**src/rtl/text_stream_writer.sv**
```systemverilog
// Turns a byte stream into text cells on the video memory write port. It keeps a cursor,
// handles CR/LF/BS/FF and clears the screen. Define TEXT_STREAM_WRITER_TAB_EN to make 0x09 a tab.
module text_stream_writer #(
    parameter int unsigned TEXT_COLS = 100,
    parameter int unsigned TEXT_ROWS = 37,
    parameter int unsigned X_W       = 7,
    parameter int unsigned Y_W       = 6,
    parameter int unsigned ATTR_W    = 24
) (
    input  logic                clk,
    input  logic                reset,
    input  logic [7:0]          in_data,
    input  logic                in_valid,
    output logic                in_ready,
    input  logic                attr_load,
    input  logic [ATTR_W-1:0]   attr_in,
    output logic                busy,
    output logic [X_W-1:0]      cursor_x,
    output logic [Y_W-1:0]      cursor_y,
    output logic                write,
    output logic [X_W-1:0]      xtextwrite,
    output logic [Y_W-1:0]      ytextwrite,
    output logic [ATTR_W+7:0]   value
);

    typedef enum logic [2:0] {
        S_IDLE, S_SETUP, S_STROBE, S_CLR_SETUP, S_CLR_STROBE
    } state_t;

    localparam logic [X_W-1:0] X_LAST = X_W'(TEXT_COLS - 1);
    localparam logic [Y_W-1:0] Y_LAST = Y_W'(TEXT_ROWS - 1);
    localparam logic [7:0] CH_BS    = 8'h08;
    localparam logic [7:0] CH_LF    = 8'h0A;
    localparam logic [7:0] CH_FF    = 8'h0C;
    localparam logic [7:0] CH_CR    = 8'h0D;
    localparam logic [7:0] CH_SPACE = 8'h20;
`ifdef TEXT_STREAM_WRITER_TAB_EN
    localparam logic [7:0] CH_HT    = 8'h09;
`endif

    state_t               state_q, state_d;
    logic                 write_q, write_d;
    logic                 in_ready_q, in_ready_d;
    logic                 busy_q, busy_d;
    logic [X_W-1:0]       cursor_x_q, cursor_x_d;
    logic [Y_W-1:0]       cursor_y_q, cursor_y_d;
    logic [X_W-1:0]       xtextwrite_q, xtextwrite_d;
    logic [Y_W-1:0]       ytextwrite_q, ytextwrite_d;
    logic [ATTR_W+7:0]    value_q, value_d;
    logic [ATTR_W-1:0]    attr_q, attr_d;

    logic [X_W-1:0]       adv_x_c, clr_x_c;
    logic [Y_W-1:0]       adv_y_c, clr_y_c, lf_y_c;
    logic                 clr_last_c;

    // Row-major successor of the cursor and of the clear address (wraps to the top, no scroll)
    assign lf_y_c     = (cursor_y_q == Y_LAST) ? '0 : cursor_y_q + Y_W'(1);
    assign adv_x_c    = (cursor_x_q == X_LAST) ? '0 : cursor_x_q + X_W'(1);
    assign adv_y_c    = (cursor_x_q == X_LAST) ? lf_y_c : cursor_y_q;
    assign clr_x_c    = (xtextwrite_q == X_LAST) ? '0 : xtextwrite_q + X_W'(1);
    assign clr_y_c    = (xtextwrite_q == X_LAST) ? ytextwrite_q + Y_W'(1) : ytextwrite_q;
    assign clr_last_c = (xtextwrite_q == X_LAST) && (ytextwrite_q == Y_LAST);

`ifdef TEXT_STREAM_WRITER_TAB_EN
    logic [X_W:0]   tab_raw_c;
    logic [X_W-1:0] tab_x_c;
    assign tab_raw_c = {1'b0, cursor_x_q | X_W'(7)} + (X_W+1)'(1);
    assign tab_x_c   = (tab_raw_c > (X_W+1)'(TEXT_COLS - 1)) ? X_LAST : tab_raw_c[X_W-1:0];
`endif

    always_comb begin
        state_d      = state_q;
        write_d      = write_q;
        in_ready_d   = in_ready_q;
        busy_d       = busy_q;
        cursor_x_d   = cursor_x_q;
        cursor_y_d   = cursor_y_q;
        xtextwrite_d = xtextwrite_q;
        ytextwrite_d = ytextwrite_q;
        value_d      = value_q;
        attr_d       = attr_load ? attr_in : attr_q;

        case (state_q)
            S_IDLE: begin
                if (in_valid && in_ready_q) begin
                    case (in_data)
                        CH_CR: cursor_x_d = '0;
                        CH_LF: cursor_y_d = lf_y_c;
                        CH_BS: if (cursor_x_q != '0) cursor_x_d = cursor_x_q - X_W'(1);
`ifdef TEXT_STREAM_WRITER_TAB_EN
                        CH_HT: cursor_x_d = tab_x_c;
`endif
                        CH_FF: begin
                            state_d      = S_CLR_SETUP;
                            xtextwrite_d = '0;
                            ytextwrite_d = '0;
                            value_d      = {attr_q, CH_SPACE};
                            in_ready_d   = 1'b0;
                            busy_d       = 1'b1;
                        end
                        default: begin
                            state_d      = S_SETUP;
                            xtextwrite_d = cursor_x_q;
                            ytextwrite_d = cursor_y_q;
                            value_d      = {attr_q, in_data};
                            in_ready_d   = 1'b0;
                            busy_d       = 1'b1;
                        end
                    endcase
                end
            end
            S_SETUP: begin
                state_d = S_STROBE;
                write_d = 1'b1;
            end
            S_STROBE: begin
                state_d    = S_IDLE;
                write_d    = 1'b0;
                in_ready_d = 1'b1;
                busy_d     = 1'b0;
                cursor_x_d = adv_x_c;
                cursor_y_d = adv_y_c;
            end
            S_CLR_SETUP: begin
                state_d = S_CLR_STROBE;
                write_d = 1'b1;
            end
            S_CLR_STROBE: begin
                write_d = 1'b0;
                if (clr_last_c) begin
                    state_d    = S_IDLE;
                    in_ready_d = 1'b1;
                    busy_d     = 1'b0;
                    cursor_x_d = '0;
                    cursor_y_d = '0;
                end else begin
                    // Next cell picks up whatever attribute is current now
                    state_d      = S_CLR_SETUP;
                    xtextwrite_d = clr_x_c;
                    ytextwrite_d = clr_y_c;
                    value_d      = {attr_q, CH_SPACE};
                end
            end
            default: begin
                state_d    = S_IDLE;
                write_d    = 1'b0;
                in_ready_d = 1'b1;
                busy_d     = 1'b0;
            end
        endcase
    end

    always_ff @(posedge clk or posedge reset) begin
        if (reset) begin
            state_q      <= S_IDLE;
            write_q      <= 1'b0;
            in_ready_q   <= 1'b1;
            busy_q       <= 1'b0;
            cursor_x_q   <= '0;
            cursor_y_q   <= '0;
            xtextwrite_q <= '0;
            ytextwrite_q <= '0;
            value_q      <= '0;
            attr_q       <= '0;
        end else begin
            state_q      <= state_d;
            write_q      <= write_d;
            in_ready_q   <= in_ready_d;
            busy_q       <= busy_d;
            cursor_x_q   <= cursor_x_d;
            cursor_y_q   <= cursor_y_d;
            xtextwrite_q <= xtextwrite_d;
            ytextwrite_q <= ytextwrite_d;
            value_q      <= value_d;
            attr_q       <= attr_d;
        end
    end

    assign write      = write_q;
    assign in_ready   = in_ready_q;
    assign busy       = busy_q;
    assign cursor_x   = cursor_x_q;
    assign cursor_y   = cursor_y_q;
    assign xtextwrite = xtextwrite_q;
    assign ytextwrite = ytextwrite_q;
    assign value      = value_q;

endmodule

```
**config.mk**
```make
export PLATFORM = sky130hd
export DESIGN_NAME = text_stream_writer
export DESIGN_NICKNAME = d
export VERILOG_FILES = /design/src/rtl/text_stream_writer.sv
export SDC_FILE = /design/constraint.sdc
export NUM_CORES = 1
export LEC_CHECK = 0
export CAP_MARGIN = 30
export CELL_PAD_IN_SITES_DETAIL_PLACEMENT = 0
export CELL_PAD_IN_SITES_GLOBAL_PLACEMENT = 1
export CORE_ASPECT_RATIO = 0.6
export CORE_UTILIZATION = 36
export DETAILED_ROUTE_END_ITERATION = 10
export PLACE_DENSITY = 0.89
export SYNTH_ARGS = -nofsm -noshare
export SYNTH_HDL_FRONTEND = slang
export SYNTH_SLANG_ARGS = --single-unit
export TNS_END_PERCENT = 10
```
**constraint.sdc**
```tcl
create_clock -name clk -period 3.4 [get_ports clk]
set_clock_uncertainty 0.2 [all_clocks]
set_input_delay 0.85 -clock clk [delete_from_list [all_inputs] [get_ports clk]]
set_output_delay 0.85 -clock clk [all_outputs]
set_load 0.02 [all_outputs]
```
Word-level counts from Yosys, hierarchy flattened:

Index checks and enable logic that the tools add are counted.

* logic and storage cells: 90
* flip-flop bits (word level): 88
* latch bits: 0
* ROM bits: 0
* output and inout port bits: 61
* bits in writable memories: 0
* memories: 0

* magnitude comparators: 0
* div/mod/pow operators: 0
* shifts and indexed selects: 0
* reduce and logical (&&, ||, !) cells: 14
* add/subtract/negate cells: 5
* muxes and demuxes: 39
* bitwise operators: 1
* multipliers: 0
* equal/unequal tests: 21

Operators by type and width (count)
* 32-bit case mux with 2 select lines: 2
* 32-bit two-way mux: 2
* 7-bit two-way mux: 7
* 6-bit two-way mux: 8
* 7-bit case mux with 2 select lines: 3
* 8-bit by 4-bit equality test with 1-bit output (second input constant): 4
* 6-bit case mux with 2 select lines: 2
* 7-bit case mux with 3 select lines: 1
* 6-bit case mux with 3 select lines: 1
* 5-bit AND reduction: 3
* 7-bit by 1-bit adder with 7-bit output (second input constant): 2
* 7-bit equality test (second input constant): 2
* 6-bit by 1-bit adder with 6-bit output (second input constant): 2
* 6-bit equality test (second input constant): 2
* 2-bit != test (second input constant): 6
* 3-bit case mux with 4 select lines: 1
* 4-bit AND reduction: 2
* 7-bit nonzero test: 1
* 7-bit by 1-bit subtractor with 7-bit output (second input constant): 1
* 3-bit by 2-bit equality test with 1-bit output (second input constant): 2
* 1-bit two-way mux: 6
* 1-bit case mux with 3 select lines: 2
* 3-bit case mux with 2 select lines: 1
* 3-bit by 1-bit equality test with 1-bit output (second input constant): 1
* 15 further kinds: 16

Depth between registers and ports, before layout:

Gate-level depths: netlist (run 1).

* word-level depth: 5
* depth in mapped cells: 9

Worst setup path before layout (run 1):

OpenSTA, ideal clock, no wires.

* path kind: input to register
* from: input port in_data[5]
* to: register value_q[12] (netlist: value[12])
* data arrival time: 2372 ps
* required time: 3075 ps
* path buffers: 1
* slack: 703 ps
* stages: 6
* cells stage by stage: nor4_1 -> o211ai_1 -> a32oi_4 -> inv_4 -> buf_6 -> mux2_4

* word-level cells in the longest chain between the ends: 4

RTL lines
* start, declared: RTL line 12 `input logic [7:0] in_data,`
* 8-bit by 4-bit equality test with 1-bit output: RTL line 86 `case (in_data)`
* 3-bit OR reduction (no line) (*)
* 2-bit != test (no line) (*)
* 4-bit AND reduction (no line) (*)
* end signal, assigned: RTL line 174 `value_q <= value_d;`
* end, declared: RTL line 49 `logic [ATTR_W+7:0] value_q, value_d;`

Every way passes the cells marked *; elsewhere a longest branch is shown, timed or not.
A chain may end at the register's enable or synchronous reset.

Worst setup path after layout (run 1):

* from: input port in_data[2]
* to: register ytextwrite_q[4] (netlist: ytextwrite[4])

* word-level cells in the longest chain between the ends: 5

RTL lines
* 8-bit by 4-bit equality test with 1-bit output: RTL line 86
* 3-bit OR reduction (no line)
* 6-bit case mux with 2 select lines: RTL line 86
* 6-bit two-way mux: RTL line 85 `if (in_valid && in_ready_q) begin`
* 6-bit case mux with 2 select lines: RTL line 83 `case (state_q)`
* end signal, assigned: RTL line 173 `ytextwrite_q <= ytextwrite_d;`
* end, declared: RTL line 48 `logic [Y_W-1:0] ytextwrite_q, ytextwrite_d;`

Parallel ways exist; a longest one is shown, timed or not. The select of a mux whose other input is x is not followed.

==> results of run 1 <==
-- per-stage QoR --
| step | instance area (sq um) | utilization (%) | worst slack (ps) | setup TNS [ps] | power (mW) |
|---|---|---|---|---|---|
| after floorplan | 4420 | - | 73.1 | 0 | 1.82 |
| after global placement | 5620 | 48.3 | 69.7 | 0 | 2.26 |
| after detailed placement | 5620 | 48.3 | -34.2 | -34.2 | 2.28 |
| after CTS | 5890 | 50.7 | 312 | 0 | 3.21 |
| after global routing | 5890 | 50.7 | 174 | 0 | 3.33 |
| final | 5890 | 50.7 | 303 | 0 | 3.19 |
-- layer usage --
| layer | wire length, microns | global-route usage, % |
|---|---|---|
| met1 | 5590 | 27.3 |
| met2 | 5190 | 28.6 |
| met3 | 745 | 4.22 |
| met4 | 128 | 5.55 |
| met5 | 0 | 0 |
-- report_power, final --
part	switching [mW]	internal (mW)	leakage, nW	total, mW
clock	0.394	0.532	0.128	0.926
sequential	0.135	1.22	1.10	1.36
combinational	0.419	0.483	1.27	0.902
-- sequential cells by signal, indices dropped and copies added (netlist names) --
register / flops
cursor_x: 7
state_q: 3
busy: 1
attr_q: 24
write: 1
in_ready: 1
value: 32
ytextwrite: 6
xtextwrite: 7
cursor_y: 6
-- worst min-delay path, stage by stage (launching register included) --
cell     delay (ps)
dfrtp_1         340
nand2_1          50
o21ai_0          70
-- logic make-up after synthesis --
| group | share of synthesized area [%] |
|---|---|
| buffers and inverters | 4.02 |
| flip-flops | 49.8 |
| AO/OA/AOI/OAI | 15.2 |
| AND/OR/NAND/NOR | 13.3 |
| multiplexers | 14.9 |
| XOR/XNOR | 0.594 |
| adder cells (fa/ha/maj) | 2.26 |
-- layout make-up --
class	instances	area, sq um	share of cell area [%]
tap	160	200	3.40
inverter	18	71.3	1.21
sequential	88	2200	37.4
clock buffer	13	260	4.42
multi-input combinational	274	2040	34.7
timing repair buffer	113	1100	18.7
clock inverter	2	15.0	0.255
-- synth_stat cells, drive strengths merged, types with 3 or more instances --
cell    count
mux2       50
inv        18
a31oi       4
nor4        4
nor3        8
and3        6
nand2      25
a22oi       4
nor3b       3
a22o        4
buf         5
o21ai      33
nand4       3
nand3      11
and2        4
o31ai       3
o22ai       3
o41ai       3
ha          8
a21oi      16
o221ai      4
nor2b       5
clkbuf     17
o211ai      4
dfrtp      87
nor2       29
-- how the worst min path moves through the flow --
stage                                        to  slack [ps]  cells past startpoint
after detailed placement   value[7]$_DFFE_PP0P_         280                      2
final                      value[7]$_DFFE_PP0P_         290                      2
after floorplan           value[31]$_DFFE_PP0P_         280                      1
after global routing      value[14]$_DFFE_PP0P_         320                      1
after CTS                  value[7]$_DFFE_PP0P_         300                      2
after global placement     value[7]$_DFFE_PP0P_         270                      2
==> impl_results.md, run 1 <==
* Most frequent cells in the layout: 96 x clkdlybuf4s50_1, 87 x dfrtp_1, 31 x o21ai_0
* Cell Area, Synth at 4420 sq um
* PostCTS Resize Cnt at 0
* Post-CTS Setup Inserts at 0
* Startpoint Class: input port
* Synth Instances at 402
* CP required at 3420 ps
* Input/output buffers at 96
* WL per Instance at 17.4 microns
* Worst min-delay path class: register to register
* Core Area at 11600 sq um
* H-tree Lvls at 3
* #FFs+latches synth at approximately 90
* Commonest non-fill, non-tap cell in the layout: clkdlybuf4s50_1
* Status: finished, final reports clean
* All-Layer GR Usage at 18.9%
* Worst-margin pin slew at 812 ps
* Clock slew at reported path FFs at approximately 60 ps
* Number of synthesized flops with an enable pin at 0
* Gp weighted congestion at slightly below 0.9
* Area grow syn2layout at 33.2%
* CP Capture Point: ytextwrite[4]$_DFFE_PP0P_
* Top cell type's share of synthesized area at between 40 and 50%
* Kind of critical path: input port to register
* Sequential area share after synthesis at approximately half
* Asr flop ratio synth at 100%
* Layout Nets at 548
* Library cells used by synthesis at 64
* Max Cap Viol at 0
* Maximum root-to-sink buffer count at 2
* Worst Setup SP: in_data[2]
* Total Wirelength at approximately 12000 microns
* Delay-heaviest family, CP: buffers and inverters
* Non-Filler Instances at around 670
* Crit share post-route at about nine tenths
* Initial DRC Count at 200
* R2r worst-path depth at 5
* Worst Hold Slack at 291 ps
* DR DRC count at 0
* Crit path capture type: register
* CTS root buffer: clkbuf_16
* Initial antenna violation count at 0
* Hold_buf cts at 0
* Crit path arrival time at 3120 ps
* Leading area contributor after synthesis: dfrtp_1
* WP depth at 7
* Crit-path cells: clkdlybuf4s50_1 > and3b_1 > o211ai_1 > a32oi_4 > inv_4 > nand2_2 > o22a_1
* Crit path largest cell delay at 570 ps
* Worst skew pair latency at 330 ps
* Unrepaired setup endpoints after global routing: no
* Drt pass-1 iters at 5
* Bufs and invs on worst path at 2
* Setup violators final at 0
* Die H at 87.9 microns
* Max Slew Vio Count at 0
* Final Hold Vio Count at 0
* Avg Inst Size Synth at 11.0 sq um
* Top cells by area, synth: dfrtp_1 49%, mux2_4 7.8%, mux2_2 6.9%
* CTS sink count at 88
* Crit Path Max Fanout at 30
* Fin crit period at between 3000 and 4000 ps
* Synth warn at 0
* Pwr dens at 540 nW/um^2
* First-pass GRT wire length at ~19000 microns
* Reg2reg setup slack at roughly 580 ps
* ANT cells at 0
* Die Span X at 145 microns
* Worst vdd ir at about 0.26 mV
* Dpl cells at between 600 and 700
* Share of post-route cells with drive strength above 1 at approximately 17%
* Io pins at 97
* CP max-delay cell: clkdlybuf4s50_1
* Syn Nets at 446
* Number of fill cells at 1072
* Via count of the first global-routing pass at 3445
* Via count at 3582
* Headroom to the max-slew limit at a little under half
* Largest net degree at the start of global routing at 51
* Cts bufs inserted at 9
* Main synth FF type: dfrtp_1
* RR Startpoint: xtextwrite[3]$_DFFE_PP0P_
* Detailed-route vias per instance at 5.36
* Final HPWL DP at 8570 microns
* GRT overflow at 0
* P_leak at between 2 and 2.5 nW
* CTS tree: built
* End of the worst register-to-register path: cursor_y[3]$_DFFE_PP0P_
* Initial core utilization at between 30% and 40%
* Die Area at roughly 13000 sq um
* Fmax at 0.323 GHz
* Critical hold path startpoint: value[7]$_DFFE_PP0P_
* Number of core rows at 30
* Post-DRT Antenna Nets at 0
No activity file was read; power rests on OpenSTA's default activity.
==> run 2, diff against run 1 <==
Settings changed: CORE_MARGIN set to 5.
==> impl_results.md, run 2 (synthesis gave the netlist of run 1 again) <==
* Final Power at 3.25 mW (+2.2%)
* Reg2reg setup slack at 700 ps (+120 ps)
* Placed inst area at 5590 sq um (-0.56%)
* Layout Nets at 543 (-0.91%)
* Initial core utilization at 36.8% (-1.2 points)
* Total Wirelength at 12100 microns (+4.2%)
* Status: finished, final reports clean
* Most frequent cells in the layout: 96 x clkdlybuf4s50_1, 87 x dfrtp_1, 31 x o21ai_0
* Pwr dens at 553 nW/um^2 (+2.3%)
* CTS tree: built
* H-tree Lvls at 3 (unchanged)
* Via count at 3555 (-0.75%)
* Initial DRC Count at 272 (+36%)
* CTS sink count at 88 (unchanged)
* Worst min-delay path class: register to register
* Worst skew pair latency at 340 ps (about the same)
* Share of post-route cells with drive strength above 1 at 16.9% (-0.46 points)
* Max Slew Vio Count at 0 (unchanged)
* Clock slew at reported path FFs at 70 ps (about the same)
* Crit share post-route at 88.3% (-2.8 points)
* Hold_buf cts at 0 (unchanged)
* Area grow syn2layout at 33.0%
* Setup violators final at 0 (unchanged)
* Unrepaired setup endpoints after global routing: no
* ANT cells at 0 (unchanged)
* Largest net degree at the start of global routing at 89 (+75%)
* Crit-path cells: clkdlybuf4s50_1 > and3b_1 > o211ai_1 > a32oi_4 > inv_4 > nand2_2 > o22a_1
* Final HPWL DP at 8740 microns (+1.9%)
* Clk pwr share at 30.7% (+1.6 points)
* All-Layer GR Usage at 17.0% (-2.0 points)
* Number of fill cells at 1069 (-0.28%)
* CTS root buffer: clkbuf_16
* Cts bufs inserted at 9 (unchanged)
* Worst vdd ir at 0.248 mV (-3.5%)
* CP required at 3430 ps (about the same)
* P_leak at 2.48 nW (-0.61%)
* Max reg flops at 32 (unchanged)
* DR DRC count at 0 (unchanged)
* Place WS at 80.7 ps (+115 ps)
* Maximum root-to-sink buffer count at 2 (unchanged)
* Max Cap Viol at 0 (unchanged)
* Die H at 95.9 microns (+9.1%)
* Crit path largest cell delay at 580 ps (about the same)
* Drt pass-1 iters at 4 (-1)
* Crit path capture type: register
* Die Span X at 153 microns (+5.5%)
* Io pins at 97 (unchanged)
* Post-route setup TNS at 0 ps (unchanged)
* Crit path arrival time at 3030 ps (-90 ps)
* CP max-delay cell: clkdlybuf4s50_1
* Final Instance Area at 5880 sq um (-0.17%)
* Input/output buffers at 96 (unchanged)
* First-pass GRT wire length at 19800 microns (+5.7%)
* Die Area at 14700 sq um (+15%)
* Sequential share of power at 42.1% (-0.5 points)
* Worst Hold Slack at 293 ps (+1.61 ps)
* Sw Pwr at 985 uW (+3.8%)
* Fmax at 0.333 GHz (+3.2%)
* Via count of the first global-routing pass at 3682 (+6.9%)
* P_int at 2.27 mW (+1.5%)
* Startpoint Class: input port
* Worst-margin pin slew at 944 ps (+132 ps)
* WL per Instance at 18.1 microns (+4.0%)
* Crit Path Max Fanout at 30 (unchanged)
* Detailed-route vias per instance at 5.31 (-0.90%)
* Initial antenna violation count at 0 (unchanged)
* Post-CTS Setup Inserts at 0 (unchanged)
* PostCTS Resize Cnt at 0 (unchanged)
* GRT overflow at 0 (unchanged)
* Headroom to the max-slew limit at 36.7% (-8.8 points)
* Gate power share at 27.3% (-1.0 points)
* Sw frac at 30.3% (+0.47 points)
* Fin crit period at 3000 ps (-95.4 ps)
* Number of core rows at 31 (+3.3%)
* Commonest non-fill, non-tap cell in the layout: clkdlybuf4s50_1
* Final WS setup at 399 ps (+95.4 ps)
* Gp weighted congestion at 0.858 (-3.9%)
* Final Hold Vio Count at 0 (unchanged)
* Kind of critical path: input port to register
* Core Area at 12000 sq um (+3.3%)
* Post-DRT Antenna Nets at 0 (unchanged)
[run 2: changes by cell type in the layout (fill, tap and decap cells not counted), sizes merged]
cell    change
buf         -5
clkbuf      -3
clkinv      +2
bufinv      +1
inv         +1
[run 2: layout make-up]
| type | count | area, sq um | area share (%) |
|---|---|---|---|
| Clock buffer | 10 | 229 | 3.89 |
| Inverter | 18 | 71.3 | 1.21 |
| Sequential cell | 88 | 2200 | 37.4 |
| Multi-Input combinational cell | 274 | 2040 | 34.7 |
| Clock inverter | 6 | 67.6 | 1.15 |
| Tap cell | 165 | 206 | 3.51 |
| Timing Repair Buffer | 108 | 1060 | 18.1 |
[run 2: stage by stage]
step / util (%) / cells
after floorplan: - / 402
after global placement: 46.5 / 653
after detailed placement: 46.5 / 653
after CTS: 48.9 / 669
after global routing: 48.9 / 669
final: 48.9 / 669
[run 2: power by group through the flow]
stage	logic, mW	registers [mW]	clock network (mW)
after floorplan	0.301	1.52	0
after global placement	0.879	1.38	0
after detailed placement	0.892	1.39	0
after CTS	0.898	1.37	1.02
after global routing	0.946	1.40	1.06
final	0.888	1.37	0.998
[run 2: routing by layer]
layer  vias to the layer above  track usage (%)  routed length (microns)
met5                         -                0                        0
met4                         0             4.67                      110
met3                        12             4.04                      745
met2                       107             25.6                     5530
met1                      1773             24.5                     5750
li1                       1663                -                        -
[run 2: final timing paths]
check / startpoint / endpoint / depth (start not counted)
worst max-delay path: in_data[2] / ytextwrite[4]$_DFFE_PP0P_ / 7
worst min-delay path: value[7]$_DFFE_PP0P_ / value[7]$_DFFE_PP0P_ / 2
worst max register to register: xtextwrite[4]$_DFFE_PP0P_ / cursor_y[3]$_DFFE_PP0P_ / 5
worst min register to register: value[7]$_DFFE_PP0P_ / value[7]$_DFFE_PP0P_ / 2
max in group asynchronous: reset / cursor_x[5]$_DFFE_PP0P_ / 3
min in group asynchronous: reset / attr_q[23]$_DFFE_PP0P_ / 3
[run 2: worst max-delay path, delay by kind of cell]
| kind | cells | cell delay [ps] |
|---|---|---|
| simple gates | 2 | 430 |
| buf+inv | 2 | 1000 |
| compound gates | 3 | 740 |
==> RTL change 1: new RTL, settings of run 2 <==
Change the parameter `ATTR_W` from 24 to 36.
--- a/src/rtl/text_stream_writer.sv
+++ b/src/rtl/text_stream_writer.sv
@@ -5,7 +5,7 @@
     parameter int unsigned TEXT_ROWS = 37,
     parameter int unsigned X_W       = 7,
     parameter int unsigned Y_W       = 6,
-    parameter int unsigned ATTR_W    = 24
+    parameter int unsigned ATTR_W    = 36
 ) (
     input  logic                clk,
     input  logic                reset,
Ports: changed (resized attr_in and value); port bits go from 97 to 121. The function was not compared with the original's and may differ.
==> RTL change 1 against run 2 <==
Total power rose by 46%; final area rose by 20%; sequential power rose by 43%; global-route usage rose by 0.080 points; core utilization rose by 0.52 points; die area rose by 16%; area after synthesis rose by 18%; combinational power rose by 86%; count of clock-buffer cells in the layout fell by 1; sequential cell count rose by 24; setup slack got worse by 0.029 ns; routed wire length rose by 15%; critical path type unchanged; largest cell class unchanged; highest routed layer unchanged.
==> RTL change 1: results (changes against run 2) <==
Leakage power -> 2.953 nW (was 2.477 nW)
Final net count -> 620 (was 543)
Via count -> 4069 (was 3555)
Reg2reg setup slack -> 0.64 ns (was 0.70 ns)
Largest net degree at the start of global routing -> 37 (was 89)
Top cells by area, synth -> dfrtp_1, mux2_2, mux2_1 (was dfrtp_1, mux2_4, mux2_2)
Dpl hpwl -> 10.50 mm (was 8.735 mm)
Share of cells above drive strength 1 -> 0.1459 (was 0.1687)
Global-route wire length before repair -> 22.76 mm (was 19.79 mm)
Max VDD drop -> 322.2 uV (was 248.1 uV)
Hold EP -> value[16]$_DFFE_PP0P_ (was value[7]$_DFFE_PP0P_)
Non-Filler Instances -> 767 (was 669)
WL final -> 14.02 mm (was 12.14 mm)
Largest register FFs -> 44 (was 32)
Worst slew margin -> 0.4502 (was 0.3667)
Run status -> finished, final reports clean (unchanged)
Register share of total power -> 0.413 (was 0.421)
Initial drt markers -> 561 (was 272)
GRT Overall Usage -> 0.1703 (was 0.1695)
Hold path depth -> 1 (was 2)
Psw -> 0.001629 W (was 0.0009848 W)
Seq/Total Area, Yosys -> 0.5375 (was 0.4980)
Worst skew pair latency -> 0.36 ns (was 0.34 ns)
Mean post-synth cell area -> 11.88 um2 (was 11.01 um2)
Setup WS pre-CTS -> 0.02802 ns (was 0.08070 ns)
Final Core Density -> 0.4946 (was 0.4894)
Start point of the worst min-delay path -> attr_q[8]$_DFFE_PP0P_ (was value[7]$_DFFE_PP0P_)
DRT Pass-1 Iters -> 6 (was 4)
Reg2Reg Depth -> 4 (was 5)
Post-Syn Nets -> 495 (was 446)
## RTL change 1: final cells by class
type                    instances  share of cell area
flip-flops and latches        112              0.3954
multi-input cells             287              0.3180
repair buffers                137              0.1962
well taps                     198             0.03494
clock buffers                   9             0.03176
clock inverters                 7             0.01412
inverters                      17            0.009529
## RTL change 1: kinds of logic (layout without fill, tap and decap cells)
logic type,Yosys count,count (layout),share of synthesized area
flip-flops,112,112,0.5375
AND/OR/NAND/NOR,106,106,0.1159
AO/OA/AOI/OAI,93,93,0.1238
multiplexers,78,78,0.1679
buffers and inverters,40,170,0.03238
adder cells (fa/ha/maj),8,8,0.01919
XOR/XNOR,2,2,0.003359
## RTL change 1: worst max-delay path by stage
stage,start,end,slack [ns],depth (start not counted)
after floorplan,in_data[5],value[23]$_DFFE_PP0P_,0.66,5
after global placement,in_data[5],cursor_x[0]$_DFFE_PP0P_,0.11,7
after detailed placement,in_data[5],cursor_x[6]$_DFFE_PP0P_,0.03,8
after CTS,in_data[5],cursor_x[6]$_DFFE_PP0P_,0.38,8
after global routing,in_data[5],cursor_x[4]$_DFFE_PP0P_,0.23,7
final,in_data[5],cursor_x[6]$_DFFE_PP0P_,0.37,8
## RTL change 1: metal layers
layer	part of all wire	track usage	routed length, um	vias to the layer above
li1	-	-	-	1860
met3	0.079	0.04475	1113	24
met4	0.019	0.05006	263	0
met1	0.46	0.2388	6405	2003
met5	0	0	0	-
met2	0.44	0.2628	6233	182
## RTL change 1: critical path, cell delays in order
cell,delay (ns)
clkdlybuf4s50_1,0.47
nor4_4,0.43
buf_4,0.19
nand3b_4,0.08
o31a_1,0.33
buf_4,0.16
o41ai_1,0.42
o31ai_1,0.13
==> RTL change 2: new RTL, flow settings as in run 2 <==
Without the edit above. Re-encode `state_t` (5 states) as one-hot, 5 bits wide.
--- a/src/rtl/text_stream_writer.sv
+++ b/src/rtl/text_stream_writer.sv
@@ -23,8 +23,8 @@
     output logic [ATTR_W+7:0]   value
 );
 
-    typedef enum logic [2:0] {
-        S_IDLE, S_SETUP, S_STROBE, S_CLR_SETUP, S_CLR_STROBE
+    typedef enum logic [4:0] {
+        S_IDLE = 5'b00001, S_SETUP = 5'b00010, S_STROBE = 5'b00100, S_CLR_SETUP = 5'b01000, S_CLR_STROBE = 5'b10000
     } state_t;
 
     localparam logic [X_W-1:0] X_LAST = X_W'(TEXT_COLS - 1);
Check against the original RTL: no difference found for any inputs over 4 cycles, from zero or initial values and one cycle with reset high; so few cycles prove little.
==> RTL change 2 against run 2 <==
Sequential cell count increased by 2; critical path depth unchanged; die area increased by 3.6%; final area increased by 5.7%; critical endpoint is now value[28]$_DFFE_PP0P_; hold slack got worse by 0.0043 ns; area after synthesis increased by 4.0%; routed wire length increased by 8.3%; setup slack got worse by 0.25 ns; cell count increased by 5.2%; fmax decreased by 7.8%.
Power is not compared: it rests on default switching activity, and its combinational part moved more than twofold at a synthesized area within 25%.
==> RTL change 2: results (changes against run 2) <==
Setup crit end -> value[28]$_DFFE_PP0P_ (was ytextwrite[4]$_DFFE_PP0P_)
Worst flop-to-flop path startpoint -> cursor_x[2]$_DFFE_PP0P_ (was xtextwrite[4]$_DFFE_PP0P_)
Final worst slack -> 0.1457 ns (was 0.3988 ns)
Global-route wire length before repair -> 20.62 mm (was 19.79 mm)
Non-Filler Instances -> 704 (was 669)
Initial antenna violation count -> 0 (unchanged)
Multiplexer share of the synthesized area -> 0.1496 (was 0.1490)
Mapped Cells -> 419 (was 402)
GRT Overall Usage -> 0.1711 (was 0.1695)
Worst slew pin tran -> 0.9825 ns (was 0.9436 ns)
Origin of the worst setup path -> in_data[0] (was in_data[2])
Reg2reg setup slack -> 0.22 ns (was 0.70 ns)
XOR/XNOR Fraction of Synth Area -> 0.003807 (was 0.005939)
Seq/Total Area, Yosys -> 0.4901 (was 0.4980)
Routed length per instance -> 18.68 um (was 18.15 um)
Share of cells above drive strength 1 -> 0.1966 (was 0.1687)
Max VDD drop -> 351.2 uV
Dpl cells -> 688 (was 653)
Dpl hpwl -> 9.961 mm (was 8.735 mm)
Synth Area in Adders -> 0.02176 (was 0.02262)
Antenna Cells -> 0 (unchanged)
Post-CTS sizing -> 0 (unchanged)
Worst skew pair latency -> 0.33 ns
Largest net degree at the start of global routing -> 36 (was 89)
Reg2reg end -> cursor_x[0]$_DFFE_PP0P_ (was cursor_y[3]$_DFFE_PP0P_)
Largest register FFs -> 32 (unchanged)
Via count -> 3815 (was 3555)
Worst Path Max Fanout -> 24 (was 30)
Final Wtd Congestion -> 0.9077 (was 0.8578)
Run status -> finished, final reports clean (unchanged)
Slowest CP cell -> nor2_4 (was clkdlybuf4s50_1)
Final net count -> 573 (was 543)
Initial drt markers -> 315 (was 272)
WP data arrival -> 3.27 ns (was 3.03 ns)
Top post-synthesis cells by count -> dfrtp_1, o21ai_0, mux2_2, nor2_1 (was dfrtp_1, o21ai_0, nor2_1, mux2_2, nand2_1)
Clock-pin transition on the worst setup and hold timing paths -> 0.06 ns
Post-synthesis cell type count -> 67 (was 64)
Leakage power -> 2.638 nW
I/O Buffers -> 96 (unchanged)
H-Tree Level Count -> 3 (unchanged)
Total CTS buffers -> 9 (unchanged)
Reg2Reg Depth -> 5 (unchanged)
Largest delay share family, worst path -> simple AND/OR/NAND/NOR gates (was buffers and inverters)
Compound-Gate Fraction of Synth Area -> 0.1547 (was 0.1516)
Vias in the first global route -> 3724 (was 3682)
Synthesis Warnings -> 0 (unchanged)
Post-Syn Nets -> 463 (was 446)
Placed Area -> 5876 um2 (was 5588 um2)
DRT Pass-1 Iters -> 5 (was 4)
Top cells by area, synth -> dfrtp_1, mux2_2, mux2_4 (was dfrtp_1, mux2_4, mux2_2)
Setup WS pre-CTS -> -0.2086 ns (was 0.08070 ns)
Main synth FF type -> dfrtp_1 (unchanged)
Crit-path max cell delay -> 0.75 ns (was 0.58 ns)
[RTL change 2: changes by cell type after synthesis, sizes merged, moves of 3 or more]
cell / change
a2bb2oi: +3
mux2i: +4
nand2: -8
nor2: -4
nor2b: -4
nor3: +5
o221ai: -3
o31ai: +5
o32ai: +3
or3: +6
[RTL change 2: how the worst min path moves through the flow]
| stage | slack (ns) | from | end | depth (start not counted) |
|---|---|---|---|---|
| after floorplan | 0.25 | attr_q[23]$_DFFE_PP0P_ | value[31]$_DFFE_PP0P_ | 1 |
| after global placement | 0.28 | attr_q[23]$_DFFE_PP0P_ | value[31]$_DFFE_PP0P_ | 1 |
| after detailed placement | 0.27 | attr_q[23]$_DFFE_PP0P_ | value[31]$_DFFE_PP0P_ | 1 |
| after CTS | 0.30 | attr_q[23]$_DFFE_PP0P_ | value[31]$_DFFE_PP0P_ | 1 |
| after global routing | 0.32 | attr_q[22]$_DFFE_PP0P_ | value[30]$_DFFE_PP0P_ | 1 |
| final | 0.29 | attr_q[23]$_DFFE_PP0P_ | value[31]$_DFFE_PP0P_ | 1 |
[RTL change 2: per-layer routing]
metal  track usage  up-vias  part of all wire
met2        0.2306      158              0.41
met1        0.2682     1874              0.50
li1              -     1774                 -
met5             0        -                 0
met3       0.05207        9             0.084
met4       0.03093        0            0.0066
[RTL change 2: where the power goes]
group / internal, W / switching [W]
combinational: 0.00122 / 0.00123
clock: 0.000721 / 0.000408
sequential: 0.00140 / 0.000307
[RTL change 2: area by class of cell]
cell class                      count  area (um2)
Clock buffer                       10       229.0
Clock inverter                      6       113.9
Fill cell                        1145        6474
Inverter                           20       76.32
Multi-Input combinational cell    285        2156
Sequential cell                    90        2255
Tap cell                          170       212.7
Timing Repair Buffer              123        1176
